$ cat src/rtl/ex_stage.sv
// Execute stage of a 5-stage pipeline: operand forwarding, 32-bit ALU and
// the EX/MEM pipeline register. There is no stall input; bubbles arrive as
// zeroed control bits and flow through unchanged.
module ex_stage (
    input  logic        clk,
    input  logic        rst,
    input  logic [31:0] ID_EX_rs_content,
    input  logic [31:0] ID_EX_rt_content,
    input  logic [31:0] ID_EX_immediate,
    input  logic [4:0]  ID_EX_rs,
    input  logic [4:0]  ID_EX_rt,
    input  logic [4:0]  ID_EX_rd,
    input  logic [2:0]  ID_EX_ALUop,
    input  logic        ID_EX_ALUsrc,
    input  logic        ID_EX_dst,
    input  logic        ID_EX_memread,
    input  logic        ID_EX_memwrite,
    input  logic        ID_EX_memtoreg,
    input  logic        ID_EX_regwrite,
    input  logic [31:0] M_WB_write_data,
    input  logic [4:0]  M_WB_write_reg,
    input  logic        M_WB_regwrite,
    output logic [31:0] EX_M_alu_result,
    output logic [31:0] EX_M_store_data,
    output logic [4:0]  EX_M_write_reg,
    output logic        EX_M_memread,
    output logic        EX_M_memwrite,
    output logic        EX_M_memtoreg,
    output logic        EX_M_regwrite
);

    localparam logic [2:0] OP_ADD  = 3'b000;
    localparam logic [2:0] OP_SUB  = 3'b001;
    localparam logic [2:0] OP_AND  = 3'b010;
    localparam logic [2:0] OP_OR   = 3'b011;
    localparam logic [2:0] OP_SLT  = 3'b100;
    localparam logic [2:0] OP_NOR  = 3'b101;
    localparam logic [2:0] OP_XOR  = 3'b110;
    localparam logic [2:0] OP_SLTU = 3'b111;

    logic [31:0] alu_result_d, alu_result_q;
    logic [31:0] store_data_d, store_data_q;
    logic [4:0]  write_reg_d,  write_reg_q;
    logic        memread_d,    memread_q;
    logic        memwrite_d,   memwrite_q;
    logic        memtoreg_d,   memtoreg_q;
    logic        regwrite_d,   regwrite_q;

    logic [31:0] fwd_rs;
    logic [31:0] fwd_rt;
    logic [31:0] op_b;
    logic        exm_hit_rs, exm_hit_rt, mwb_hit_rs, mwb_hit_rt;

    // Hazard detection: register 0 is never a valid forwarding source.
    always_comb begin
        exm_hit_rs = regwrite_q && (write_reg_q != 5'd0) && (write_reg_q == ID_EX_rs);
        exm_hit_rt = regwrite_q && (write_reg_q != 5'd0) && (write_reg_q == ID_EX_rt);
        mwb_hit_rs = M_WB_regwrite && (M_WB_write_reg != 5'd0) && (M_WB_write_reg == ID_EX_rs);
        mwb_hit_rt = M_WB_regwrite && (M_WB_write_reg != 5'd0) && (M_WB_write_reg == ID_EX_rt);
    end

    // Operand muxes: the younger EX/MEM result wins over MEM/WB.
    always_comb begin
        fwd_rs = ID_EX_rs_content;
        fwd_rt = ID_EX_rt_content;
        if (exm_hit_rs) begin
            fwd_rs = alu_result_q;
        end else if (mwb_hit_rs) begin
            fwd_rs = M_WB_write_data;
        end else begin
            fwd_rs = ID_EX_rs_content;
        end
        if (exm_hit_rt) begin
            fwd_rt = alu_result_q;
        end else if (mwb_hit_rt) begin
            fwd_rt = M_WB_write_data;
        end else begin
            fwd_rt = ID_EX_rt_content;
        end
        if (ID_EX_ALUsrc) begin
            op_b = ID_EX_immediate;
        end else begin
            op_b = fwd_rt;
        end
    end

    // ALU plus next-state values for the EX/MEM register.
    always_comb begin
        alu_result_d = 32'd0;
        case (ID_EX_ALUop)
            OP_ADD:  alu_result_d = fwd_rs + op_b;
            OP_SUB:  alu_result_d = fwd_rs - op_b;
            OP_AND:  alu_result_d = fwd_rs & op_b;
            OP_OR:   alu_result_d = fwd_rs | op_b;
            OP_SLT:  alu_result_d = ($signed(fwd_rs) < $signed(op_b)) ? 32'd1 : 32'd0;
            OP_NOR:  alu_result_d = ~(fwd_rs | op_b);
            OP_XOR:  alu_result_d = fwd_rs ^ op_b;
            OP_SLTU: alu_result_d = (fwd_rs < op_b) ? 32'd1 : 32'd0;
            default: alu_result_d = 32'd0;
        endcase
        store_data_d = fwd_rt;
        if (ID_EX_dst) begin
            write_reg_d = ID_EX_rd;
        end else begin
            write_reg_d = ID_EX_rt;
        end
        memread_d  = ID_EX_memread;
        memwrite_d = ID_EX_memwrite;
        memtoreg_d = ID_EX_memtoreg;
        regwrite_d = ID_EX_regwrite;
    end

    // EX/MEM pipeline register with synchronous active-low clear.
    always_ff @(posedge clk) begin
        if (!rst) begin
            alu_result_q <= 32'd0;
            store_data_q <= 32'd0;
            write_reg_q  <= 5'd0;
            memread_q    <= 1'b0;
            memwrite_q   <= 1'b0;
            memtoreg_q   <= 1'b0;
            regwrite_q   <= 1'b0;
        end else begin
            alu_result_q <= alu_result_d;
            store_data_q <= store_data_d;
            write_reg_q  <= write_reg_d;
            memread_q    <= memread_d;
            memwrite_q   <= memwrite_d;
            memtoreg_q   <= memtoreg_d;
            regwrite_q   <= regwrite_d;
        end
    end

    assign EX_M_alu_result = alu_result_q;
    assign EX_M_store_data = store_data_q;
    assign EX_M_write_reg  = write_reg_q;
    assign EX_M_memread    = memread_q;
    assign EX_M_memwrite   = memwrite_q;
    assign EX_M_memtoreg   = memtoreg_q;
    assign EX_M_regwrite   = regwrite_q;

endmodule

$ cat config.mk
export PLATFORM = sky130hd
export DESIGN_NAME = ex_stage
export DESIGN_NICKNAME = d
export VERILOG_FILES = /design/src/rtl/ex_stage.sv
export SDC_FILE = /design/constraint.sdc
export NUM_CORES = 1
export LEC_CHECK = 0
export ABC_AREA = 1
export BUFFER_PORTS_ARGS = -buffer_cell sky130_fd_sc_hd__buf_2
export CAP_MARGIN = 5
export CORE_MARGIN = 10
export CORE_UTILIZATION = 35
export CTS_CLUSTER_SIZE = 40
export DETAILED_ROUTE_END_ITERATION = 12
export PLACE_DENSITY_LB_ADDON = 0.12
export SLEW_MARGIN = 25
export SYNTH_ARGS = -nofsm -noshare
export SYNTH_HDL_FRONTEND = slang
export SYNTH_SLANG_ARGS = --single-unit
$ cat constraint.sdc
create_clock -name clk -period 3.85 [get_ports clk]
set_input_delay 0.1925 -clock clk [delete_from_list [all_inputs] [get_ports clk]]
set_output_delay 0.1925 -clock clk [all_outputs]
set_load 0.005 [all_outputs]
# == Yosys cells after proc, flatten, opt, wreduce, memory -nomap -nowiden ==
# Cells that the tools add are included.
# totals
regBits,73
wordCells,44
input_bits,160
output_inout_bits,73
# classes
addsub,2
n_mux,9
n_reduce_logical,9
order_cmp,2
bitwise,4
n_eq_ne,11
# ops
op,n
$pmux 32 s8,1
$mux 32,5
$lt 32x32->1,2
$add 32x32->32,1
$and 32x32->32,1
$not 32->32,1
$or 32x32->32,1
$sub 32x32->32,1
$xor 32x32->32,1
$eq 5x5->1,4
$eq 3x3->1 const B,4
$reduce_bool 5->1,2
$eq 3x2->1 const B,2
$logic_and 1x1->1,6
$mux 5,1
$eq 3x1->1 const B,1
$logic_not 3->1,1
$mux 1,2

# == Longest topological paths before layout ==
# Gate-level depths: netlist of run 1.
# depth
word_depth,9
ltp_mapped,29
depth_no_buf,27

# == Worst setup path after synthesis of run 1 ==
# No wires, ideal clock.
# synth_path
path_kind,reg-to-reg
from,"register write_reg_q[0], in the netlist EX_M_write_reg[0]"
to,"register alu_result_q[18], in the netlist EX_M_alu_result[18]"
period_less_slack_ns,3.162
path_stages_with_launch,24
setup_time_ns,0.110
arrival_ns,3.052
path_slack_ns,0.688
required_time_ns,3.740
n_path_buf,1
path_cell_list,dfxtp_1 > xnor2_1 > nand2_1 > nor3_1 > nand3_1 > buf_2 > o21ai_0 > nand2_1 > o21ai_0 > ha_1 > inv_1 > fa_1 > nand2_1 > nand2_1 > nand3_1 > nand2_1 > nand2_1 > nand2_1 > a21oi_1 > nand2_1 > nand3_1 > nand3_1 > nand2_1 > inv_1
# synth_via
elab_chain_len,8
word_cells_on_any_way,16
classes_between,add/sub (2); eq/ne (2); mux (4); bitwise (4); reduce/logical (4)
# synth_lines
item,line_no,text
"start, declared",43,"logic [4:0] write_reg_d, write_reg_q;"
"start signal, assigned",126,write_reg_q <= write_reg_d;
"parallel branches: the longest is 7 deep, another holds $sub 32x32->32",-,
$pmux 32 s8 *,90,case (ID_EX_ALUop)
"end signal, assigned",124,alu_result_q <= alu_result_d;
"end, declared",41,"logic [31:0] alu_result_d, alu_result_q;"
# Mark *: on every way between the ends.
# A chain may end at the register's enable or synchronous reset.

# == Final worst setup path of run 1 ==
# layout_path
from,"register write_reg_q[2], in the netlist EX_M_write_reg[2]"
to,"register alu_result_q[26], in the netlist EX_M_alu_result[26]"
# Same word-level chain as after synthesis.

==> results of run 1 <==
==> critical path, stage by stage (launching register included) <==
cell     delay [ns]
dfxtp_4        0.37
nor2_1         0.10
nand2_1        0.08
o21ai_2        0.21
nor3_4         0.08
nand3_4        0.14
buf_12         0.19
nand3_1        0.13
o21ai_4        0.11
nand2_1        0.09
o21ai_2        0.11
ha_1           0.17
inv_1          0.09
fa_1           0.46
nand2_1        0.11
nand2_1        0.12
nand3_1        0.11
nand2_2        0.09
nand2_1        0.07
nand2_1        0.12
nand2_1        0.14
nand4_1        0.11
nand3_1        0.15
nand3_1        0.10
nand2_1        0.09
inv_1          0.05
==> stage by stage <==
stage          cells  util [%]
2_1_floorplan   1975         -
3_3_place_gp    2635      42.6
3_5_place_dp    2635      42.6
4_1_cts         2651      43.6
5_1_grt         2661      44.9
6_report        2661      44.9
==> area by class of cell <==
cell class,count,area (sq um)
Fill cell,3404,16800
Multi-Input combinational cell,1469,7920
Timing Repair Buffer,356,2180
Sequential cell,73,1470
Inverter,351,1320
Tap cell,396,495
Clock buffer,11,233
Clock inverter,5,56.3
==> power by group <==
group | internal, mW | switching (mW)
Sequential | 0.818 | 0.0613
Clock | 0.503 | 0.390
Combinational | 0.745 | 1.34
Total | 2.07 | 1.79
==> worst max-delay path by stage <==
| stage | startpoint | to | slack [ns] | cells past startpoint |
|---|---|---|---|---|
| floorplan | EX_M_write_reg[0]$_SDFF_PN0_ | EX_M_alu_result[18]$_SDFF_PN0_ | 0.69 | 23 |
| global placement | EX_M_write_reg[0]$_SDFF_PN0_ | EX_M_alu_result[17]$_SDFF_PN0_ | -0.25 | 15 |
| detailed placement | EX_M_write_reg[2]$_SDFF_PN0_ | EX_M_alu_result[17]$_SDFF_PN0_ | -0.23 | 16 |
| CTS | EX_M_write_reg[0]$_SDFF_PN0_ | EX_M_alu_result[30]$_SDFF_PN0_ | 0.005 | 23 |
| global route | EX_M_write_reg[2]$_SDFF_PN0_ | EX_M_alu_result[18]$_SDFF_PN0_ | -0.06 | 26 |
| finish | EX_M_write_reg[2]$_SDFF_PN0_ | EX_M_alu_result[26]$_SDFF_PN0_ | 0.18 | 25 |
==> cell families (layout without fill, tap and decap cells) <==
| family | Yosys count | count (layout) |
|---|---|---|
| and+or+nand+nor | 1006 | 1006 |
| DFF | 73 | 73 |
| xor gates and xnor gates | 28 | 28 |
| buffers and inverters | 433 | 723 |
| adders and majority gates | 101 | 101 |
| AOI/OAI and AO/OA | 334 | 334 |
==> cells in the final DEF (no fill, tap or decap), drive strengths merged, types with 2 or more instances in the layout <==
cell     synthesis  routed
a2111oi          2       2
a211oi           2       2
a21oi           67      67
a221oi          21      21
a31oi            4       4
and2             9       9
buf             40     355
clkbuf          42      12
clkinv           1       4
dfxtp           73      73
fa               2       2
ha              99      99
inv            350     350
nand2          647     647
nand3          157     157
nand3b           2       2
nand4           11      11
nor2           156     156
nor3            20      20
nor4             2       2
o2111ai          2       2
o21ai          196     196
o21bai           8       8
o22ai           27      27
xnor2            9       9
xor2            19      19
==> per-layer routing <==
layer	GRT usage, %	share of wire [%]
met1	38.7	47
met2	38.9	41
met3	6.42	10
met4	5.40	1.4
met5	0	0
==> timing repair <==
item | in CTS | in global routing
gates resized for setup | 5 | 101
buffers inserted | 0 | 8
pin swaps | 0 | 14
endpoints found under the setup margin | 13 | 25
gates cloned | 0 | 2
==> qor.log, run 1 <==
qor: placed_design.dpl.hpwl 44.6 mm
qor: logic_synthesis.synth_xor_xnor_area_share 2.28%
qor: finish.final_cell_area 0.0137 sq mm
qor: placed_design.placed_area 0.0130 sq mm
qor: sta.report.final.setup_viol 0
qor: floorplanning.rows 64
qor: logic_synthesis.synth_area 0.0108 sq mm
qor: worst_setup_path.reg2reg_depth 25
qor: logic_synthesis.ys_ff_latch 73
qor: clocking.clk_transition_reported_paths 0.06 ns
qor: placed_design.place.port_buffers 232
qor: logic_synthesis.synth.largest_area_cell nand2_1
qor: floorplanning.fp.dieW 195 um
qor: drt.avgViaCountPerCell 5.14
qor: logic_synthesis.syn-num-nets 2236
qor: worst_setup_path.timing.critical_path.from_type flip-flop
qor: worst_hold_path.cell_count_of_the_worst_hold_path 3
qor: worst_setup_path.critical_path_arrival 3.91 ns
qor: clocking.cts.root.buffer_cell clkbuf_16
qor: logic_synthesis.post_synth_inst_count 1975
qor: logic_synthesis.synth.cells.most_frequent 646 x nand2_1, 338 x inv_1, 156 x nand3_1, 156 x nor2_1, 135 x o21ai_0
qor: finish.total_nets_final 2521
qor: pwr.power.total 3.85 mW
qor: finish.diodes 0
qor: global_routing.overflow 0
qor: worst_setup_path.rrSetupSlack 0.18 ns
qor: logic_synthesis.synth_compound_gate_area_share 18.4%
qor: drt.detailed_router_iteration_count_before_antenna_repair 5
qor: job.drv_cap 0
qor: floorplanning.fp.dieArea 0.0381 sq mm
qor: placed_design.place.gp.congestion 0.996
qor: sta.max_slew.worst_pin.slew 1.12 ns
qor: pwr.pwr_density_cell 282 mW/mm^2
qor: global_routing.grt_pass1_wl 78.9 mm
qor: worst_hold_path.min_from ID_EX_memtoreg
qor: global_routing.grt_antenna_before_repair 0
qor: logic_synthesis.post_synthesis_adder_cell_area_fraction 11.9%
qor: logic_synthesis.yosys-top-cells-area nand2_1 23%, dfxtp_1 14%, inv_1 12%
qor: pwr.irDropWorstVdd 0.222 mV
qor: logic_synthesis.asyncSetResetFlopFracSynth 0%
qor: worst_setup_path.critical_path_required 4.09 ns
qor: drt.totalWireLength 53.7 mm
qor: logic_synthesis.synth-edff-count 0
qor: sta.hold_violations 0
qor: floorplanning.floorplan.initialDensity 35.3%
qor: logic_synthesis.top_count_cell_post_synth nand2_1
qor: clocking.tritoncts done
qor: clocking.cts_num_sinks 73
qor: clocking.maximum_clock_path_buffer_count 2
qor: logic_synthesis.synth_top_area_share 22.6%
qor: clocking.hold_fix_buffer_count_after_cts 0
qor: logic_synthesis.synth_simple_gate_area_share 38.1%
qor: sta.fin_worst_hold_slack 0.0220 ns
qor: logic_synthesis.netlist-cell-type-count 43
qor: sta.fin_crit_sh 95.4%
qor: run_status.result_of_the_run finished, final reports clean
qor: finish.fraction_of_layout_cells_with_a_size_suffix_above_1 22.4%
qor: logic_synthesis.synth_mux_area_share 0%
qor: global_routing.grt_pass1_vias 12700
qor: pwr.leakagePower 7.88 nW
qor: drt.drt_iter0_markers 1454
qor: sta.worst_slew_margin_rel 25.3%
qor: logic_synthesis.synth_ff_type dfxtp_1
qor: logic_synthesis.syn_avg_cell_area 5.44 sq um
qor: drt.wl_per_cell 20.2 um
qor: drt.detail_route.drc_violations 0
qor: floorplanning.floorplan.io_pins 233
qor: clocking.number_of_buffers_inserted_during_clock_tree_synthesis 9
qor: floorplanning.die_y 195 um
qor: sta.setup_tns 0 ns
qor: sta.layout_setup_ws 0.179 ns
qor: worst_setup_path.end_kind flip-flop
qor: clocking.h-tree-depth 3
qor: logic_synthesis.synth.yosys.seq_area_share 13.6%
qor: sta.fmax 0.272 GHz
qor: global_routing.largest_net_degree_at_the_start_of_global_routing 65
qor: sta.grt_setup_unrepaired true
qor: global_routing.global_route.usage.total 26.7%
qor: worst_setup_path.timing.setup.critical_path_class flip-flop to flip-flop
qor: sta.post-route-min-period 3.67 ns
qor: sta.clock_skew 0.0162 ns
qor: placed_design.dp_worst_setup_slack -0.233 ns
qor: sta.timing_max_transition_violations_final 0
qor: floorplanning.floorplan.core_area 0.0304 sq mm
qor: worst_setup_path.rr_startpoint EX_M_write_reg[2]$_SDFF_PN0_
qor: worst_hold_path.worst_hold_path.endpoint EX_M_memtoreg$_SDFF_PN0_
qor: drt.final_antenna_net_count 0
qor: worst_hold_path.holdCritPathClass input port to flip-flop
qor: logic_synthesis.yosys_warnings 0
qor: finish.area_growth 27.1%
qor: drt.vias 13700
qor: worst_setup_path.critPathMaxFanout 20
qor: worst_setup_path.r2r-end EX_M_alu_result[26]$_SDFF_PN0_
qor: clocking.clkLatencyLatePin 0.36 ns
qor: logic_synthesis.largest_family_of_logic_cells_by_synthesized_area simple AND/OR/NAND/NOR gates
(Power assumes the default switching activity.)
==> inputs of run 2 (changes only) <==
==> constraint.sdc (replaced) <==
create_clock -name clk -period 3.85 [get_ports clk]
set_input_delay 0.77 -clock clk [delete_from_list [all_inputs] [get_ports clk]]
set_output_delay 0.77 -clock clk [all_outputs]
set_load 0.005 [all_outputs]
==> run 2 against run 1 <==
  * Cell count is 8.3% higher
  * Highest routed layer unchanged
  * Global-route usage is 0.61 points higher
  * Worst hold slack better by 0.56 ns
  * Clock skew hardly changed
  * Sequential share of layout area is 1.5 points lower
  * Flip-flop and latch count stayed put
==> qor.log, run 2 (synthesis gave the netlist of run 1 again) <==
qor: drt.dr_wl_met2 23.2 mm [+4.6%]
qor: sta.layout_setup_ws 0.121 ns [-0.0581 ns]
qor: drt.detail_route.drc_violations 0 [unchanged]
qor: finish.fraction_of_layout_cells_with_a_size_suffix_above_1 31.2% [+8.8 points]
qor: clocking.maximum_clock_path_buffer_count 2 [unchanged]
qor: drt.topmost_layer_with_routed_signal_wires met4
qor: sta.grt_setup_unrepaired true
qor: clocking.cts.root.buffer_cell clkbuf_16
qor: pwr.p_seq_share 20.2% [-2.6 points]
qor: floorplanning.fp.dieW 195 um [unchanged]
qor: sta.clock_skew 0.0160 ns [-0.000275 ns]
qor: drt.drt_iter0_markers 1606 [+10%]
qor: global_routing.overflow 0 [unchanged]
qor: worst_setup_path.timing.critical_path.from_type input port
qor: drt.totalWireLength 55.5 mm [+3.3%]
qor: global_routing.grt_pass1_wl 81.3 mm [+3.1%]
qor: clocking.clkLatencyLatePin 0.36 ns [about the same]
qor: sta.post-route-min-period 3.73 ns [+0.0581 ns]
qor: clocking.h-tree-depth 3 [unchanged]
qor: pwr.power.share.switching 44.1% [-2.3 points]
qor: pwr.pwr_density_cell 278 mW/mm^2 [-1.4%]
qor: sta.max_slew.worst_pin.slew 1.05 ns [-0.0704 ns]
qor: worst_setup_path.end_kind flip-flop
qor: drt.route.layer.met1.wl 25.0 mm [-1.3%]
qor: placed_design.placed_area 0.0146 sq mm [+13%]
qor: finish.total_nets_final 2742 [+8.8%]
qor: drt.dr_wl_met3 6.30 mm [+16%]
qor: global_routing.grt_pass1_vias 13600 [+6.9%]
qor: floorplanning.floorplan.core_area 0.0304 sq mm [unchanged]
qor: sta.timing_max_transition_violations_final 0 [unchanged]
qor: floorplanning.floorplan.io_pins 233 [unchanged]
qor: finish.area_growth 46.6%
qor: worst_setup_path.timing.setup.critical_path_class input port to flip-flop
qor: finish.layout.cells.most_common_list 622 x nand2_1, 333 x inv_1, 329 x buf_4
qor: floorplanning.rows 64 [unchanged]
qor: pwr.clock_power_share 23.1% [about the same]
qor: worst_setup_path.critical_path_required 4.10 ns [about the same]
qor: clocking.tritoncts done
qor: sta.hold_violations 0 [unchanged]
qor: placed_design.dpl.hpwl 45.6 mm [+2.3%]
qor: pwr.leakagePower 9.04 nW [+15%]
qor: placed_design.placedCellCount 2851 [+8.2%]
qor: worst_setup_path.critPathMaxFanout 11 [-45%]
qor: floorplanning.fp.dieArea 0.0381 sq mm [unchanged]
qor: sta.fmax 0.268 GHz [-1.6%]
qor: clocking.cts_num_sinks 73 [unchanged]
qor: pwr.total_switching_power 1.93 mW [+8.0%]
qor: placed_design.place.port_buffers 232 [unchanged]
qor: worst_hold_path.holdCritPathClass flip-flop to flip-flop
qor: worst_setup_path.critical_path_arrival 3.98 ns [+0.07 ns]
qor: finish.instances_no_fill 2883 [+8.3%]
qor: sta.report.final.setup_viol 0 [unchanged]
qor: global_routing.grt_antenna_before_repair 1 [+1]
qor: placed_design.dp_worst_setup_slack -0.501 ns [-0.268 ns]
qor: drt.wl_per_cell 19.3 um [-4.6%]
qor: sta.worst_slew_margin_rel 29.7% [+4.3 points]
qor: pwr.power_frac_comb 56.7% [+2.7 points]
qor: finish.final_cell_area 0.0158 sq mm [+15%]
qor: floorplanning.floorplan.initialDensity 35.3% [unchanged]
qor: global_routing.global_route.usage.total 27.3% [+0.61 points]
qor: clocking.number_of_buffers_inserted_during_clock_tree_synthesis 9 [unchanged]
qor: run_status.result_of_the_run finished, final reports clean
qor: drt.final_antenna_net_count 0 [unchanged]
qor: clocking.clk_transition_reported_paths 0.06 ns [about the same]
qor: drt.avgViaCountPerCell 5.08 [-1.1%]
qor: pwr.cell_internal_pwr 2.45 mW [+19%]
qor: job.drv_cap 0 [unchanged]
qor: finish.final_common_cell nand2_1
qor: drt.detailed_router_iteration_count_before_antenna_repair 6 [+1]
qor: global_routing.largest_net_degree_at_the_start_of_global_routing 65 [unchanged]
qor: clocking.hold_fix_buffer_count_after_cts 0 [unchanged]
qor: placed_design.place.gp.congestion 1.00 [+0.72%]
qor: pwr.irDropWorstVdd 0.230 mV [+3.8%]
qor: drt.vias 14600 [+7.1%]
qor: sta.fin_crit_sh 96.9% [+1.5 points]
qor: floorplanning.die_y 195 um [unchanged]
[run 2: changes by cell type in the layout (fill, tap and decap cells not counted), moves of 5 or more]
cell	change
buf_4	+213
ha_4	+12
a21oi_2	+7
o21ai_0	-18
nand2_1	-18
nor2_1	-7
a21oi_1	-9
o21ai_1	+19
ha_2	-8
inv_1	-5
nand2_2	+16
[run 2: final timing paths]
path                                        from                             end  slack [ns]  cells past startpoint
hold / removal    EX_M_alu_result[20]$_SDFF_PN0_  EX_M_store_data[20]$_SDFF_PN0_        0.59                      2
setup / recovery                     ID_EX_rs[2]  EX_M_alu_result[26]$_SDFF_PN0_        0.12                     25
setup reg to reg    EX_M_write_reg[2]$_SDFF_PN0_  EX_M_alu_result[26]$_SDFF_PN0_        0.17                     26
hold reg to reg   EX_M_alu_result[20]$_SDFF_PN0_  EX_M_store_data[20]$_SDFF_PN0_        0.59                      2
[run 2: layout make-up]
cell class,count,area (sq um)
antenna,1,2.50
clock buffer,10,239
clock inverter,6,90.1
fill,3218,14700
inverter,351,1320
multi-input combinational,1469,8220
sequential,73,1470
tap,396,495
timing repair buffer,577,3930
[run 2: power groups by stage]
stage / Clock, mW / Sequential [mW] / Combinational [mW]
2_1_floorplan: 0 / 0.874 / 1.13
3_5_place_dp: 0 / 0.897 / 2.24
5_1_grt: 1.04 / 0.890 / 2.71
3_3_place_gp: 0 / 0.896 / 2.23
6_report: 1.01 / 0.886 / 2.48
4_1_cts: 1.02 / 0.880 / 2.26
[run 2: through the flow]
step	util, %	hold WS [ns]	setup TNS (ns)	total power, mW
after global routing	51.8	0.610	-0.457	4.64
after CTS	49.1	0.586	0	4.16
after floorplan	-	0.541	0	2.01
after global placement	48.0	0.622	-7.37	3.13
final	51.8	0.585	0	4.38
after detailed placement	48.0	0.610	-8.30	3.14
[run 2: repair_timing]
item	in CTS	in global routing
gates cloned	0	4
pin swaps	0	35
setup buffers	0	11
gates resized for setup	7	187
endpoints found under the setup margin	9	25
[run 2: per-layer routing]
metal	track usage, %	up-vias
li1	-	7204
met1	39.0	6655
met2	40.3	724
met3	6.65	64
met4	5.54	0
met5	0	-
[run 2: critical path, cell delays in order]
cell	delay [ns]
buf_2	0.12
xor2_1	0.16
nor4_2	0.31
buf_4	0.18
nand3_4	0.13
buf_12	0.20
buf_4	0.13
o21ai_2	0.19
inv_1	0.09
ha_1	0.19
inv_1	0.12
fa_2	0.24
nand2_1	0.08
nand2_1	0.11
nand3_1	0.09
nand2_2	0.14
nand2_2	0.08
nand2_4	0.11
nand2_1	0.09
nand3_1	0.08
nand2_1	0.05
nand3_1	0.08
nand3_1	0.09
nand2_1	0.07
inv_1	0.05
